[src/rtl/pcie_ingress_pkg.sv]
// rtl/pcie_ingress_pkg.sv - shared TLP codes, header bit positions and ingress types
//
// Purpose : constants and types shared by the PCIe ingress FSM and its
//           header decoder.
// Ports   : none (package).
package pcie_ingress_pkg;

   // DW0 bit positions
   localparam int unsigned DW0_FMT_DATA_BIT = 30;   // TLP carries payload
   localparam int unsigned DW0_FMT_4DW_BIT  = 29;   // 4DW header
   localparam int unsigned DW0_EP_BIT       = 14;   // poisoned TLP

   // fmt/type codes for completions
   localparam logic [7:0] PCIE_CPL  = 8'h0A;
   localparam logic [7:0] PCIE_CPLD = 8'h4A;

   typedef enum logic [2:0] {
      ST_IDLE,
      ST_READ_HDR,
      ST_WAIT_FOR_FIFO,
      ST_READ_DATA,
      ST_DRAIN,
      ST_FINISHED
   } ingress_state_e;

   typedef struct packed {
      logic [7:0]  command;
      logic [13:0] flags;
      logic [10:0] dword_count;
      logic [15:0] requester_id;
      logic [7:0]  tag;
      logic [15:0] completer_id;
      logic [2:0]  cpl_status;
      logic [11:0] byte_count;
      logic [31:0] address;
   } hdr_fields_t;

   function automatic logic is_completion(input logic [7:0] cmd);
      return (cmd == PCIE_CPL) || (cmd == PCIE_CPLD);
   endfunction

endpackage

[src/rtl/pcie_ingress_hdr_decode.sv]
// rtl/pcie_ingress_hdr_decode.sv - combinational TLP header field decoder
//
// Purpose : maps four header DWORDs onto the controller-facing fields.
// Ports   : i_hdr    - header DWORDs, i_hdr[0] is DW0
//           o_fields - decoded header fields
module pcie_ingress_hdr_decode
   import pcie_ingress_pkg::*;
(
   input  logic [3:0][31:0] i_hdr,
   output hdr_fields_t      o_fields
);

   logic is_4dw;
   logic is_cpl;

   always_comb begin
      is_4dw   = i_hdr[0][DW0_FMT_4DW_BIT];
      is_cpl   = is_completion(i_hdr[0][31:24]);
      o_fields = '0;
      o_fields.command = i_hdr[0][31:24];
      o_fields.flags   = i_hdr[0][23:10];
      // a length field of 0 encodes the maximum of 1024 DWORDs
      o_fields.dword_count = (i_hdr[0][9:0] == 10'd0) ? 11'd1024 : {1'b0, i_hdr[0][9:0]};
      if (is_cpl) begin
         o_fields.completer_id = i_hdr[1][31:16];
         o_fields.cpl_status   = i_hdr[1][15:13];
         o_fields.byte_count   = i_hdr[1][11:0];
         o_fields.requester_id = i_hdr[2][31:16];
         o_fields.tag          = i_hdr[2][15:8];
         o_fields.address      = {25'h0, i_hdr[2][6:0]};
      end else begin
         o_fields.requester_id = i_hdr[1][31:16];
         o_fields.tag          = i_hdr[1][15:8];
         // the address always sits in the last header DWORD
         o_fields.address      = is_4dw ? i_hdr[3] : i_hdr[2];
      end
   end

endmodule

[src/rtl/pcie_ingress.sv]
// rtl/pcie_ingress.sv - PCIe receive TLP parser feeding the incoming payload FIFO
//
// Purpose : accepts one TLP per i_enable handshake from the core's AXI-Stream
//           host-to-device port, decodes its header and writes payload
//           DWORDs into the incoming FIFO.
// Config  : PCIE_INGRESS_DROP_POISONED_EN - drain poisoned data TLPs instead
//           of writing their payload.
// Ports   : clk, rst                     - clock, synchronous active-high reset
//           i_enable / o_finished        - per-TLP controller handshake
//           o_hdr_stb, o_error           - header valid pulse, sticky packet error
//           o_command .. o_address       - decoded header fields
//           i_axi_ingress_* / o_axi_ingress_ready - TLP input stream
//           i_fifo_rdy, o_fifo_act, i_fifo_size   - FIFO claim interface
//           o_fifo_data, o_fifo_stb      - payload write port
module pcie_ingress
   import pcie_ingress_pkg::*;
#(
   parameter int unsigned MAX_PAYLOAD_DW  = 128,
   parameter int unsigned FIFO_SIZE_WIDTH = 24
) (
   input  logic                       clk,
   input  logic                       rst,
   input  logic                       i_enable,
   output logic                       o_finished,
   output logic                       o_hdr_stb,
   output logic                       o_error,
   output logic [7:0]                 o_command,
   output logic [13:0]                o_flags,
   output logic [10:0]                o_dword_count,
   output logic [15:0]                o_requester_id,
   output logic [7:0]                 o_tag,
   output logic [15:0]                o_completer_id,
   output logic [2:0]                 o_cpl_status,
   output logic [11:0]                o_byte_count,
   output logic [31:0]                o_address,
   input  logic [31:0]                i_axi_ingress_data,
   input  logic [3:0]                 i_axi_ingress_keep,
   input  logic                       i_axi_ingress_last,
   input  logic                       i_axi_ingress_valid,
   output logic                       o_axi_ingress_ready,
   input  logic                       i_fifo_rdy,
   output logic                       o_fifo_act,
   input  logic [FIFO_SIZE_WIDTH-1:0] i_fifo_size,
   output logic [31:0]                o_fifo_data,
   output logic                       o_fifo_stb
);

   ingress_state_e               state_q, state_d;
   logic [1:0]                   idx_q, idx_d;
   logic [3:0][31:0]             hdr_q, hdr_d;
   hdr_fields_t                  fields_q, fields_d;
   logic                         hdr_stb_q, hdr_stb_d;
   logic                         error_q, error_d;
   logic                         act_q, act_d;
   logic                         finished_q, finished_d;
   logic [FIFO_SIZE_WIDTH-1:0]   count_q, count_d;

   logic [3:0][31:0]             hdr_cur;
   hdr_fields_t                  dec_fields;
   logic                         beat;
   logic                         is_data;
   logic [1:0]                   hdr_last;
   logic                         poisoned;
   logic [FIFO_SIZE_WIDTH-1:0]   dword_count_ext;
   logic [FIFO_SIZE_WIDTH-1:0]   count_inc;

   assign o_axi_ingress_ready = (state_q == ST_READ_HDR) || (state_q == ST_READ_DATA) ||
                                (state_q == ST_DRAIN);
   assign beat        = i_axi_ingress_valid & o_axi_ingress_ready;
   assign o_fifo_data = i_axi_ingress_data;
   // header beats never strobe, so only payload beats reach the FIFO
   assign o_fifo_stb  = beat && (state_q == ST_READ_DATA);

   // header as it will look once the current beat is stored, so the final
   // header beat can be decoded in the same cycle it arrives
   always_comb begin
      hdr_cur         = hdr_q;
      hdr_cur[idx_q]  = i_axi_ingress_data;
   end

   assign is_data  = hdr_cur[0][DW0_FMT_DATA_BIT];
   assign hdr_last = hdr_cur[0][DW0_FMT_4DW_BIT] ? 2'd3 : 2'd2;

`ifdef PCIE_INGRESS_DROP_POISONED_EN
   assign poisoned = hdr_cur[0][DW0_EP_BIT];
`else
   assign poisoned = 1'b0;
   logic unused_ep;
   assign unused_ep = hdr_cur[0][DW0_EP_BIT];
`endif

   assign dword_count_ext = FIFO_SIZE_WIDTH'(fields_q.dword_count);
   assign count_inc       = count_q + FIFO_SIZE_WIDTH'(1);

   pcie_ingress_hdr_decode u_hdr_decode (
      .i_hdr    (hdr_cur),
      .o_fields (dec_fields)
   );

   always_comb begin
      state_d    = state_q;
      idx_d      = idx_q;
      hdr_d      = hdr_q;
      fields_d   = fields_q;
      hdr_stb_d  = 1'b0;
      error_d    = error_q;
      act_d      = act_q;
      finished_d = finished_q;
      count_d    = count_q;

      case (state_q)
         ST_IDLE: begin
            error_d = 1'b0;
            idx_d   = 2'd0;
            if (i_enable) state_d = ST_READ_HDR;
         end
         ST_READ_HDR: begin
            if (beat) begin
               hdr_d = hdr_cur;
               idx_d = idx_q + 2'd1;
               if (idx_q == hdr_last) begin
                  hdr_stb_d = 1'b1;
                  fields_d  = dec_fields;
                  if (!is_data) begin
                     if (i_axi_ingress_last) begin
                        state_d = ST_FINISHED;
                     end else begin
                        error_d = 1'b1;
                        state_d = ST_DRAIN;
                     end
                  end else if (i_axi_ingress_last) begin
                     error_d = 1'b1;
                     state_d = ST_FINISHED;
                  end else if (dec_fields.dword_count > 11'(MAX_PAYLOAD_DW) || poisoned) begin
                     error_d = 1'b1;
                     state_d = ST_DRAIN;
                  end else begin
                     state_d = ST_WAIT_FOR_FIFO;
                  end
               end else if (i_axi_ingress_last) begin
                  // packet ended inside its own header
                  error_d = 1'b1;
                  state_d = ST_FINISHED;
               end
            end
         end
         ST_WAIT_FOR_FIFO: begin
            // claim first, then check capacity once the claim is held
            if (!act_q) begin
               if (i_fifo_rdy) begin
                  act_d   = 1'b1;
                  count_d = '0;
               end
            end else if (i_fifo_size < dword_count_ext) begin
               error_d = 1'b1;
               act_d   = 1'b0;
               state_d = ST_DRAIN;
            end else begin
               state_d = ST_READ_DATA;
            end
         end
         ST_READ_DATA: begin
            if (beat) begin
               count_d = count_inc;
               if (count_inc == dword_count_ext) begin
                  if (i_axi_ingress_last) begin
                     state_d = ST_FINISHED;
                  end else begin
                     error_d = 1'b1;
                     state_d = ST_DRAIN;
                  end
               end else if (i_axi_ingress_last) begin
                  error_d = 1'b1;
                  state_d = ST_FINISHED;
               end
            end
         end
         ST_DRAIN: begin
            if (beat && i_axi_ingress_last) state_d = ST_FINISHED;
         end
         ST_FINISHED: begin
            act_d = 1'b0;
            if (!i_enable) begin
               finished_d = 1'b0;
               state_d    = ST_IDLE;
            end
         end
         default: state_d = ST_IDLE;
      endcase

      // o_finished rises on the edge that accepts the final beat
      if (state_d == ST_FINISHED && state_q != ST_FINISHED) begin
         finished_d = 1'b1;
         act_d      = 1'b0;
      end

      if (beat && i_axi_ingress_keep != 4'hF) error_d = 1'b1;
   end

   always_ff @(posedge clk) begin
      if (rst) begin
         state_q    <= ST_IDLE;
         idx_q      <= 2'd0;
         hdr_q      <= '0;
         fields_q   <= '0;
         hdr_stb_q  <= 1'b0;
         error_q    <= 1'b0;
         act_q      <= 1'b0;
         finished_q <= 1'b0;
         count_q    <= '0;
      end else begin
         state_q    <= state_d;
         idx_q      <= idx_d;
         hdr_q      <= hdr_d;
         fields_q   <= fields_d;
         hdr_stb_q  <= hdr_stb_d;
         error_q    <= error_d;
         act_q      <= act_d;
         finished_q <= finished_d;
         count_q    <= count_d;
      end
   end

   assign o_finished     = finished_q;
   assign o_hdr_stb      = hdr_stb_q;
   assign o_error        = error_q;
   assign o_fifo_act     = act_q;
   assign o_command      = fields_q.command;
   assign o_flags        = fields_q.flags;
   assign o_dword_count  = fields_q.dword_count;
   assign o_requester_id = fields_q.requester_id;
   assign o_tag          = fields_q.tag;
   assign o_completer_id = fields_q.completer_id;
   assign o_cpl_status   = fields_q.cpl_status;
   assign o_byte_count   = fields_q.byte_count;
   assign o_address      = fields_q.address;

endmodule

[config.mk]
export PLATFORM = sky130hd
export DESIGN_NAME = pcie_ingress
export DESIGN_NICKNAME = d
export VERILOG_FILES = /design/src/rtl/pcie_ingress_pkg.sv /design/src/rtl/pcie_ingress_hdr_decode.sv /design/src/rtl/pcie_ingress.sv
export SDC_FILE = /design/constraint.sdc
export NUM_CORES = 1
export LEC_CHECK = 0
export BUFFER_PORTS_ARGS = -buffer_cell sky130_fd_sc_hd__buf_4
export CAP_MARGIN = 30
export CELL_PAD_IN_SITES_DETAIL_PLACEMENT = 1
export CELL_PAD_IN_SITES_GLOBAL_PLACEMENT = 2
export CORE_MARGIN = 2
export CORE_UTILIZATION = 30
export CTS_CLUSTER_DIAMETER = 100
export DETAILED_ROUTE_END_ITERATION = 16
export GPL_TIMING_DRIVEN = 1
export PLACE_DENSITY_LB_ADDON = 0.1
export SLEW_MARGIN = 20
export SYNTH_ARGS = -nofsm -noshare
export SYNTH_HDL_FRONTEND = slang
export SYNTH_SLANG_ARGS = --single-unit
[constraint.sdc]
create_clock -name clk -period 8.75 [get_ports clk]
set_input_delay 0.4375 -clock clk [delete_from_list [all_inputs] [get_ports clk]]
set_output_delay 0.4375 -clock clk [all_outputs]
set_load 0.01 [all_outputs]
Word-level counts from Yosys, hierarchy flattened
Index checks and enable logic that the tools add are counted.
{"block": "totals", "ff_bits": 281, "inputBits": 66, "out_inout_bits": 158, "wordCells": 125}
{"block": "op_classes", "n_addsub": 2, "magnitude_cmp": 4, "n_eq_ne": 22, "muxes": 51, "bitwise": 3, "reduce_logical": 23}
{"cell": "$bwmux 128", "n": 1}
{"cell": "$mux 24", "n": 4}
{"cell": "$mux 32", "n": 3}
{"cell": "$demux 32 s2", "n": 1}
{"cell": "$pmux 24 s2", "n": 1}
{"cell": "$mux 3", "n": 13}
{"cell": "$mux 31", "n": 1}
{"cell": "$add 24x1->24 const B", "n": 1}
{"cell": "$eq 24x11->1", "n": 1}
{"cell": "$lt 24x11->1", "n": 1}
{"cell": "$mux 1", "n": 21}
{"cell": "$pmux 3 s6", "n": 1}
{"cell": "$gt 11x8->1 const B", "n": 1}
{"cell": "$mux 11", "n": 1}
{"cell": "$logic_not 10->1", "n": 1}
{"cell": "$eq 3x3->1 const B", "n": 3}
{"cell": "$ne 3x3->1 const B", "n": 3}
{"cell": "$eq 8x4->1 const B", "n": 1}
{"cell": "$eq 8x7->1 const B", "n": 1}
{"cell": "$ne 2x2->1 const B", "n": 4}
{"cell": "$reduce_bool 2->1", "n": 4}
{"cell": "$eq 3x2->1 const B", "n": 2}
{"cell": "$ne 3x2->1 const B", "n": 2}
{"cell": "$ne 6x6->1 const B", "n": 1}
{"cell": "23 further kinds", "n": 32}

Depth between registers and ports, before layout
Gate-level depths: netlist (run 1).
{"block": "logic_depth", "ltp_word": 18, "depth_mapped": 11}

Modules after synthesis
A second synthesis (run 1) with hierarchy kept.
{"block": "hier_totals", "hier_cells": 1800, "area_unflattened_um2": 14211.1}
{"mod": "pcie_ingress", "n_inst": 1, "cells_per_inst": 1637, "area_each_um2": 12886.1, "seq_area_each_um2": 5625.4}
{"mod": "pcie_ingress_hdr_decode", "n_inst": 1, "cells_per_inst": 163, "area_each_um2": 1325.0, "seq_area_each_um2": 0.0}

Worst setup path after synthesis (run 1)
OpenSTA, ideal clock, no wires.
{"block": "synth_path", "kind": "reg2reg", "start": "register idx_q[1]", "end": "register fields_q (netlist bit o_requester_id[0])", "setup_time_ps": 70, "arrival_time_ps": 2675, "required_time_ps": 8680, "setup_slack_ps": 6005, "path_stages_with_launch": 10, "n_path_buf": 1, "period_less_slack_ps": 2745, "path_cell_list": "dfxtp_1 -> inv_1 -> ha_1 -> or4_1 -> a21boi_1 -> mux2i_1 -> clkbuf_1 -> nor2_1 -> or3_1 -> a21oi_1"}
{"block": "synth_between", "elab_chain_len": 8, "word_cells_on_any_way": 13, "classes_between": "order compare: 2; eq/ne: 3; mux: 5; reduce/logical: 3"}
{"item": "start, declared", "line": "pcie_ingress.sv:49", "source": "logic [1:0] idx_q, idx_d;"}
{"item": "start signal, assigned", "line": "pcie_ingress.sv:213", "source": "idx_q <= idx_d;"}
{"item": "$lt 2x3->1 (not written as such) / $ge 2x1->1 (equally long branches)", "line": "pcie_ingress.sv:78", "source": "hdr_cur[idx_q] = i_axi_ingress_data;"}
{"item": "$logic_and 1x1->1 (not written as such)", "line": "pcie_ingress.sv:78"}
{"item": "$mux 32 (not written as such)", "line": "pcie_ingress.sv:78"}
{"item": "$demux 32 s2", "line": "pcie_ingress.sv:78"}
{"item": "$bwmux 128", "line": "pcie_ingress.sv:78"}
{"item": "$eq 8x4->1 (tied with other cells)", "line": "pcie_ingress_pkg.sv:39", "source": "return (cmd == PCIE_CPL) || (cmd == PCIE_CPLD);"}
{"item": "$logic_or 1x1->1 / $eq 2x2->1 (equally long branches)", "line": "pcie_ingress_pkg.sv:39, pcie_ingress.sv:121"}
{"item": "$mux 24 / $reduce_and 3->1 (equally long branches)"}
{"item": "end signal, assigned", "line": "pcie_ingress.sv:215", "source": "fields_q <= fields_d;"}
{"item": "end, declared", "line": "pcie_ingress.sv:51", "source": "hdr_fields_t fields_q, fields_d;"}
Several ways; a longest one is shown, not always the timed one.
A chain may end at the register's enable or synchronous reset.

Worst setup path after layout (run 1)
{"block": "layout_path", "start": "register idx_q[1]", "end": "register fields_q (netlist bit o_address[24])"}
{"block": "layout_between", "elab_chain_len": 8, "word_cells_on_any_way": 14, "classes_between": "order compare: 2; eq/ne: 3; mux: 6; reduce/logical: 3"}
{"item": "$lt 2x3->1 (not written as such) / $ge 2x1->1 (equally long branches)", "line": "pcie_ingress.sv:78"}
{"item": "$logic_and 1x1->1 (not written as such)", "line": "pcie_ingress.sv:78"}
{"item": "$mux 32 (not written as such)", "line": "pcie_ingress.sv:78"}
{"item": "$demux 32 s2", "line": "pcie_ingress.sv:78"}
{"item": "$bwmux 128", "line": "pcie_ingress.sv:78"}
{"item": "$eq 8x4->1 (tied with other cells)", "line": "pcie_ingress_pkg.sv:39"}
{"item": "$logic_or 1x1->1 / $eq 2x2->1 (equally long branches)", "line": "pcie_ingress_pkg.sv:39, pcie_ingress.sv:121"}
{"item": "$mux 32 / $reduce_and 3->1 (equally long branches)"}
Several ways; a longest one is shown, not always the timed one.

==> flow_summary.json, run 1 <==
{
  "ys_warn_count": 0,
  "synth_common_cells": "380 x nand2_1, 281 x dfxtp_1, 189 x a21oi_1",
  "p_seq_share_pct": 43.8,
  "grt_pass1_wl_um": 73950,
  "grt_max_degree": 73,
  "yosys.area_share.simple_pct": 22.51,
  "critPathKind": "register to register",
  "first_pass_iters": 4,
  "die_w_um": 212.6,
  "vias_per_cell": 5.136,
  "synthMuxAreaShare_pct": 5.242,
  "synthFlopType": "dfxtp_1",
  "status": "complete, no violations",
  "fin_skew_ns": 0.01135,
  "synth_cell_types": 76,
  "worst_ep_required_time_ns": 9.16,
  "instances_no_fill": 2361,
  "grt_use_total_pct": 21.27,
  "hold_class": "input pin to register",
  "clock_sinks": 281,
  "whs_ns": 0.2249,
  "setup_violations": 0,
  "power_density_mw_per_mm2": 188.3,
  "synth_top_family_by_area": "simple AND/OR/NAND/NOR gates",
  "antenna_found_initial": 0,
  "antennaDiodeCount": 0,
  "drt_iter0_drc": 547,
  "syn_area_mm2": 0.01306,
  "yosysMostFrequentCell": "nand2_1",
  "ctsHoldBuffers": 0,
  "cts-resized-gates": 0,
  "clk_pin_slew_worst_paths_ns": 0.06,
  "synth-xor-area-share_pct": 1.409,
  "synth_area_per_cell_um2": 7.827,
  "clkPwrFrac_pct": 47.1,
  "grt_pass1_vias": 12290,
  "tightest_slew_ns": 0.9528,
  "fin_crit_ns": 4.000,
  "ys_async_sr_fraction_pct": 0,
  "yosys.area.top_type_share_pct": 43.09,
  "synth_fp_nets": 1749,
  "post-route-drc-count": 0,
  "clkLatencyLatePin_ns": 0.52,
  "gp_congestion": 0.7936,
  "core.rowCount": 76,
  "cts_buffers": 35,
  "start_util_pct": 30.37,
  "wl_per_cell_um": 20.55,
  "cts_max_level": 2,
  "grt_setup_unrepaired": "no",
  "die_area_mm2": 0.04520,
  "ir_worst_vdd_mv": 0.1122,
  "synthAdderAreaFrac_pct": 1.438,
  "ant_nets": 0,
  "power.share.switching_pct": 25.06,
  "finalHoldViolations": 0,
  "p_int_mw": 2.241,
  "finalCoreUtilization_pct": 36.95,
  "drive_gt1_share_pct": 18.52,
  "ff2ff_setup_slack_ns": 4.75,
  "via_count": 12130,
  "finalCritPeriodShare_pct": 45.72,
  "layout.nets": 1837,
  "power.switching_mw": 0.7493,
  "grt-ovfl-total": 0,
  "fmax_mhz": 250.0,
  "wl_um": 48520,
  "cts_max_path_buffers": 3,
  "synth-edff-count": 0,
  "area_growth_pct": 21.66,
  "crit_arrival_ns": 4.41,
  "drv_cap": 0,
  "post_cts_buffers": 0,
  "die_y_um": 212.6,
  "io_buffers": 223,
  "p_comb_share_pct": 9.1,
  "seq_area_frac_synth_pct": 43.09,
  "cts_root_buf": "clkbuf_16",
  "syn_inst": 1668,
  "worstSetupStartpointType": "register",
  "maxSlewHeadroom_pct": 36.48,
  "ys_top_cells_by_area": "dfxtp_1 43%, nand2_1 11%, a21oi_1 7.2%",
  "dpl.hpwl_um": 31820,
  "synth_top_area_cell": "dfxtp_1",
  "setup_tns_ns": 0,
  "io_pins": 224,
  "synth-compound-area-share_pct": 18.60,
  "cp_max_fo": 52,
  "placedCellCount": 2303,
  "ys_seq_elements": 281,
  "endpoint_kind": "register",
  "cts_tree": "built",
  "core_area_mm2": 0.04298,
  "p_leak_nw": 5.877,
  "maxSlewViolCount": 0
}
-- state kept, by name (all words and copies together) (netlist names) --
signal / flops
hdr_q: 128
o_address: 32
count_q: 24
o_completer_id: 16
o_requester_id: 16
o_flags: 14
o_byte_count: 12
o_dword_count: 11
o_command: 8
o_tag: 8
o_cpl_status: 3
state_q: 3
idx_q: 2
o_error: 1
o_fifo_act: 1
o_finished: 1
o_hdr_stb: 1
-- worst max-delay path, cell delays in order, from the launching register on --
cell and delay [ns]:
dfxtp_1 0.35, inv_1 0.23, ha_2 0.66, mux2i_4 0.51, xnor2_1 0.22, nor2_2 0.24
nand2_2 0.26, buf_4 0.39, or3_1 0.41, buf_4 0.26, o31ai_1 0.32
-- through the flow --
step           power, mW  worst slack, ns  area, um^2
6_report           2.990            4.750       15880
5_1_grt            3.114            4.477       15880
4_1_cts            3.039            4.687       15860
3_5_place_dp       1.613            4.755       14770
3_3_place_gp       1.606            4.947       14710
2_1_floorplan      1.508            6.005       13060
-- cells by family after synthesis --
group	Yosys count
multiplexers	67
AND/OR/NAND/NOR	667
buffers and inverters	208
AO/OA/AOI/OAI	409
adder cells (fa/ha/maj)	15
XOR/XNOR	21
flip-flops	281
-- power groups by stage --
stage                     logic (mW)  registers [mW]  clock network [mW]
final                          0.272            1.31                1.41
after global routing           0.298            1.31                1.51
after CTS                      0.277            1.31                1.45
after detailed placement       0.276            1.34                   0
after global placement         0.269            1.34                   0
after floorplan                0.176            1.33                   0
-- routing by layer --
layer | vias up | share of wire, % | track usage, %
met5 | - | 0 | 0
met4 | 0 | 2.0 | 5.329
met3 | 54 | 3.8 | 2.629
met2 | 207 | 48 | 36.53
met1 | 5993 | 47 | 28.24
li1 | 5873 | - | -
-- cell type report --
cell class / count / area (um^2)
clock buffer: 54 / 1050
inverter: 16 / 60.06
fill: 5192 / 27100
multi-input combinational: 1179 / 6491
timing repair buffer: 243 / 1884
tap: 585 / 732.0
clock inverter: 3 / 40.04
sequential: 281 / 5625
-- worst paths after layout --
kind,start,endpoint,depth (start not counted)
worst min register to register,o_byte_count[7],o_byte_count[7],2
worst max register to register,idx_q[1],o_address[24],10
worst max-delay path,idx_q[1],o_address[24],10
worst min-delay path,i_axi_ingress_data[15],hdr_q[47],3
-- cells in the final DEF (no fill, tap or decap), types with 14 or more instances in the layout --
cell	synthesis	routed
o21ai_0	55	55
a211oi_1	41	41
o22ai_1	59	59
dfxtp_1	281	281
nand3_1	16	16
xnor2_1	14	14
or3_1	27	27
o31ai_1	26	26
buf_4	49	238
clkbuf_16	0	37
nand2_1	380	376
inv_1	15	15
nor2_1	145	144
nor3_1	22	22
mux2i_1	65	63
a21oi_1	189	188
(Power assumes the default switching activity.)
==> run 2: changes to the inputs <==
==> constraint.sdc (replaced) <==
create_clock -name clk -period 3.75 [get_ports clk]
set_input_delay 0.1875 -clock clk [delete_from_list [all_inputs] [get_ports clk]]
set_output_delay 0.1875 -clock clk [all_outputs]
set_load 0.01 [all_outputs]
==> flow_summary.json, run 2 (same netlist as run 1, synthesis figures left out) <==
{
  "worst_ep_required_time_ns": 4.21,
  "crit_chain": "inv_1, ha_2, mux2i_4, a21boi_1, mux2i_4, buf_4, nor2_1, or3_1, a21oi_1",
  "p_leak_nw": 6.042,
  "grt_max_degree": 128,
  "io_pins": 224,
  "via_count": 12300,
  "crit_arrival_ns": 3.78,
  "hold_depth": 3,
  "core.rowCount": 76,
  "grt_setup_unrepaired": "no",
  "tightest_slew_ns": 0.9571,
  "die_y_um": 212.6,
  "slowest_delay_ns": 0.57,
  "grt_pass1_vias": 12420,
  "r2r_cells": 9,
  "grt_use_total_pct": 21.48,
  "cp_max_fo": 24,
  "io_buffers": 223,
  "setup_violations": 0,
  "dpl_cell_area_mm2": 0.01480,
  "finalCritPeriodShare_pct": 88.56,
  "hold_class": "input pin to register",
  "cts_buffers": 36,
  "status": "complete, no violations",
  "maxSlewViolCount": 0,
  "cts_tree": "built",
  "gp_congestion": 0.7744,
  "drt_iter0_drc": 485,
  "placedCellCount": 2309,
  "setup_tns_ns": 0,
  "wl_per_cell_um": 20.25,
  "antennaDiodeCount": 0,
  "grt_pass1_wl_um": 74620,
  "power_density_mw_per_mm2": 434.9,
  "finalCoreUtilization_pct": 37.80,
  "layout.nets": 1876,
  "wl_um": 48700,
  "cts_max_level": 2,
  "cts_max_path_buffers": 3,
  "maxSlewHeadroom_pct": 36.19,
  "start_util_pct": 30.37,
  "fmax_mhz": 301.1,
  "crit_path_top_delay_cell": "a21boi_1",
  "first_pass_iters": 5,
  "stdcell_area_mm2": 0.01625,
  "vias_per_cell": 5.112,
  "layout_common_cells": "376 x nand2_1, 281 x dfxtp_1, 244 x buf_4",
  "drv_cap": 0,
  "clock_sinks": 281,
  "clkLatencyLatePin_ns": 0.55,
  "worstSetupStartpointType": "register",
  "area_growth_pct": 24.46,
  "drive_gt1_share_pct": 18.79,
  "clk_pin_slew_worst_paths_ns": 0.06,
  "fillerInstances": 5189,
  "core_area_mm2": 0.04298,
  "ir_worst_vdd_mv": 0.2346,
  "finalHoldViolations": 0,
  "endpoint_kind": "register",
  "crit_top_cell": "mux2i_4",
  "grt-ovfl-total": 0,
  "instances_no_fill": 2405,
  "largest_reg_flops": 128,
  "layout_commonest_cell": "nand2_1",
  "cts_root_buf": "clkbuf_16",
  "ant_nets": 0,
  "die_w_um": 212.6,
  "fin_skew_ns": 0.02143,
  "die_area_mm2": 0.04520,
  "largest-register": "hdr_q",
  "critPathKind": "register to register",
  "post-route-drc-count": 0,
  "dpl.hpwl_um": 32610,
  "antenna_found_initial": 0,
  "fin_crit_ns": 3.321
}
==> run 2: timing repair <==
| action | in CTS | in global routing |
|---|---|---|
| buffers inserted | 0 | 0 |
| endpoints found under the setup margin | 0 | 0 |
| endpoints found under the hold margin | 131 | 0 |
| resized for setup | 0 | 0 |
| hold buffers | 33 | 0 |
==> run 2: area by class of cell <==
class                           count  area (um^2)  area share, %
Clock buffer                       51         1017          6.261
Clock inverter                     12        102.6         0.6314
Sequential cell                   281         5625          34.62
Multi-Input combinational cell   1179         6491          39.95
Timing Repair Buffer              281         2220          13.66
Inverter                           16        60.06         0.3696
Tap cell                          585        732.0          4.505
==> run 2: critical path, delay by kind of cell, from the launching register on <==
kind,cells,cell delay [ns]
simple gates,2,0.43
compound gates,2,0.70
fa+ha+maj,1,0.43
flops,1,0.35
buf+inv,2,0.57
mux,2,0.76
==> run 2: final timing paths <==
path / startpoint / end / slack (ns)
max: idx_q[1] / o_tag[2] / 0.43
min: i_axi_ingress_valid / o_finished / 0.04
min reg2reg: o_address[9] / o_address[9] / 0.45
max reg2reg: idx_q[1] / o_tag[2] / 0.43
==> run 2: through the flow <==
step                      setup WS (ns)  power, mW  hold slack (ns)
after floorplan                   1.005      3.518           0.2709
after global placement           0.4745      3.756           0.4391
after detailed placement         0.3905      3.763           0.4450
after CTS                        0.3675      7.171         0.002010
after global routing             0.1360      7.338          0.04191
final                            0.4290      7.066          0.03890
==> run 2: power by group <==
group / switching, mW / internal, mW / total (mW)
Clock: 1.39 / 1.96 / 3.35
Sequential: 0.0318 / 3.02 / 3.05
Combinational: 0.417 / 0.247 / 0.663
Total: 1.84 / 5.23 / 7.07
==> run 2: routing by layer <==
layer	global-route usage, %	share of wire, %	up-vias
met5	0	0	-
met2	36.13	48	203
li1	-	-	5965
met1	28.79	47	6056
met4	6.149	2.1	0
met3	2.733	3.2	71
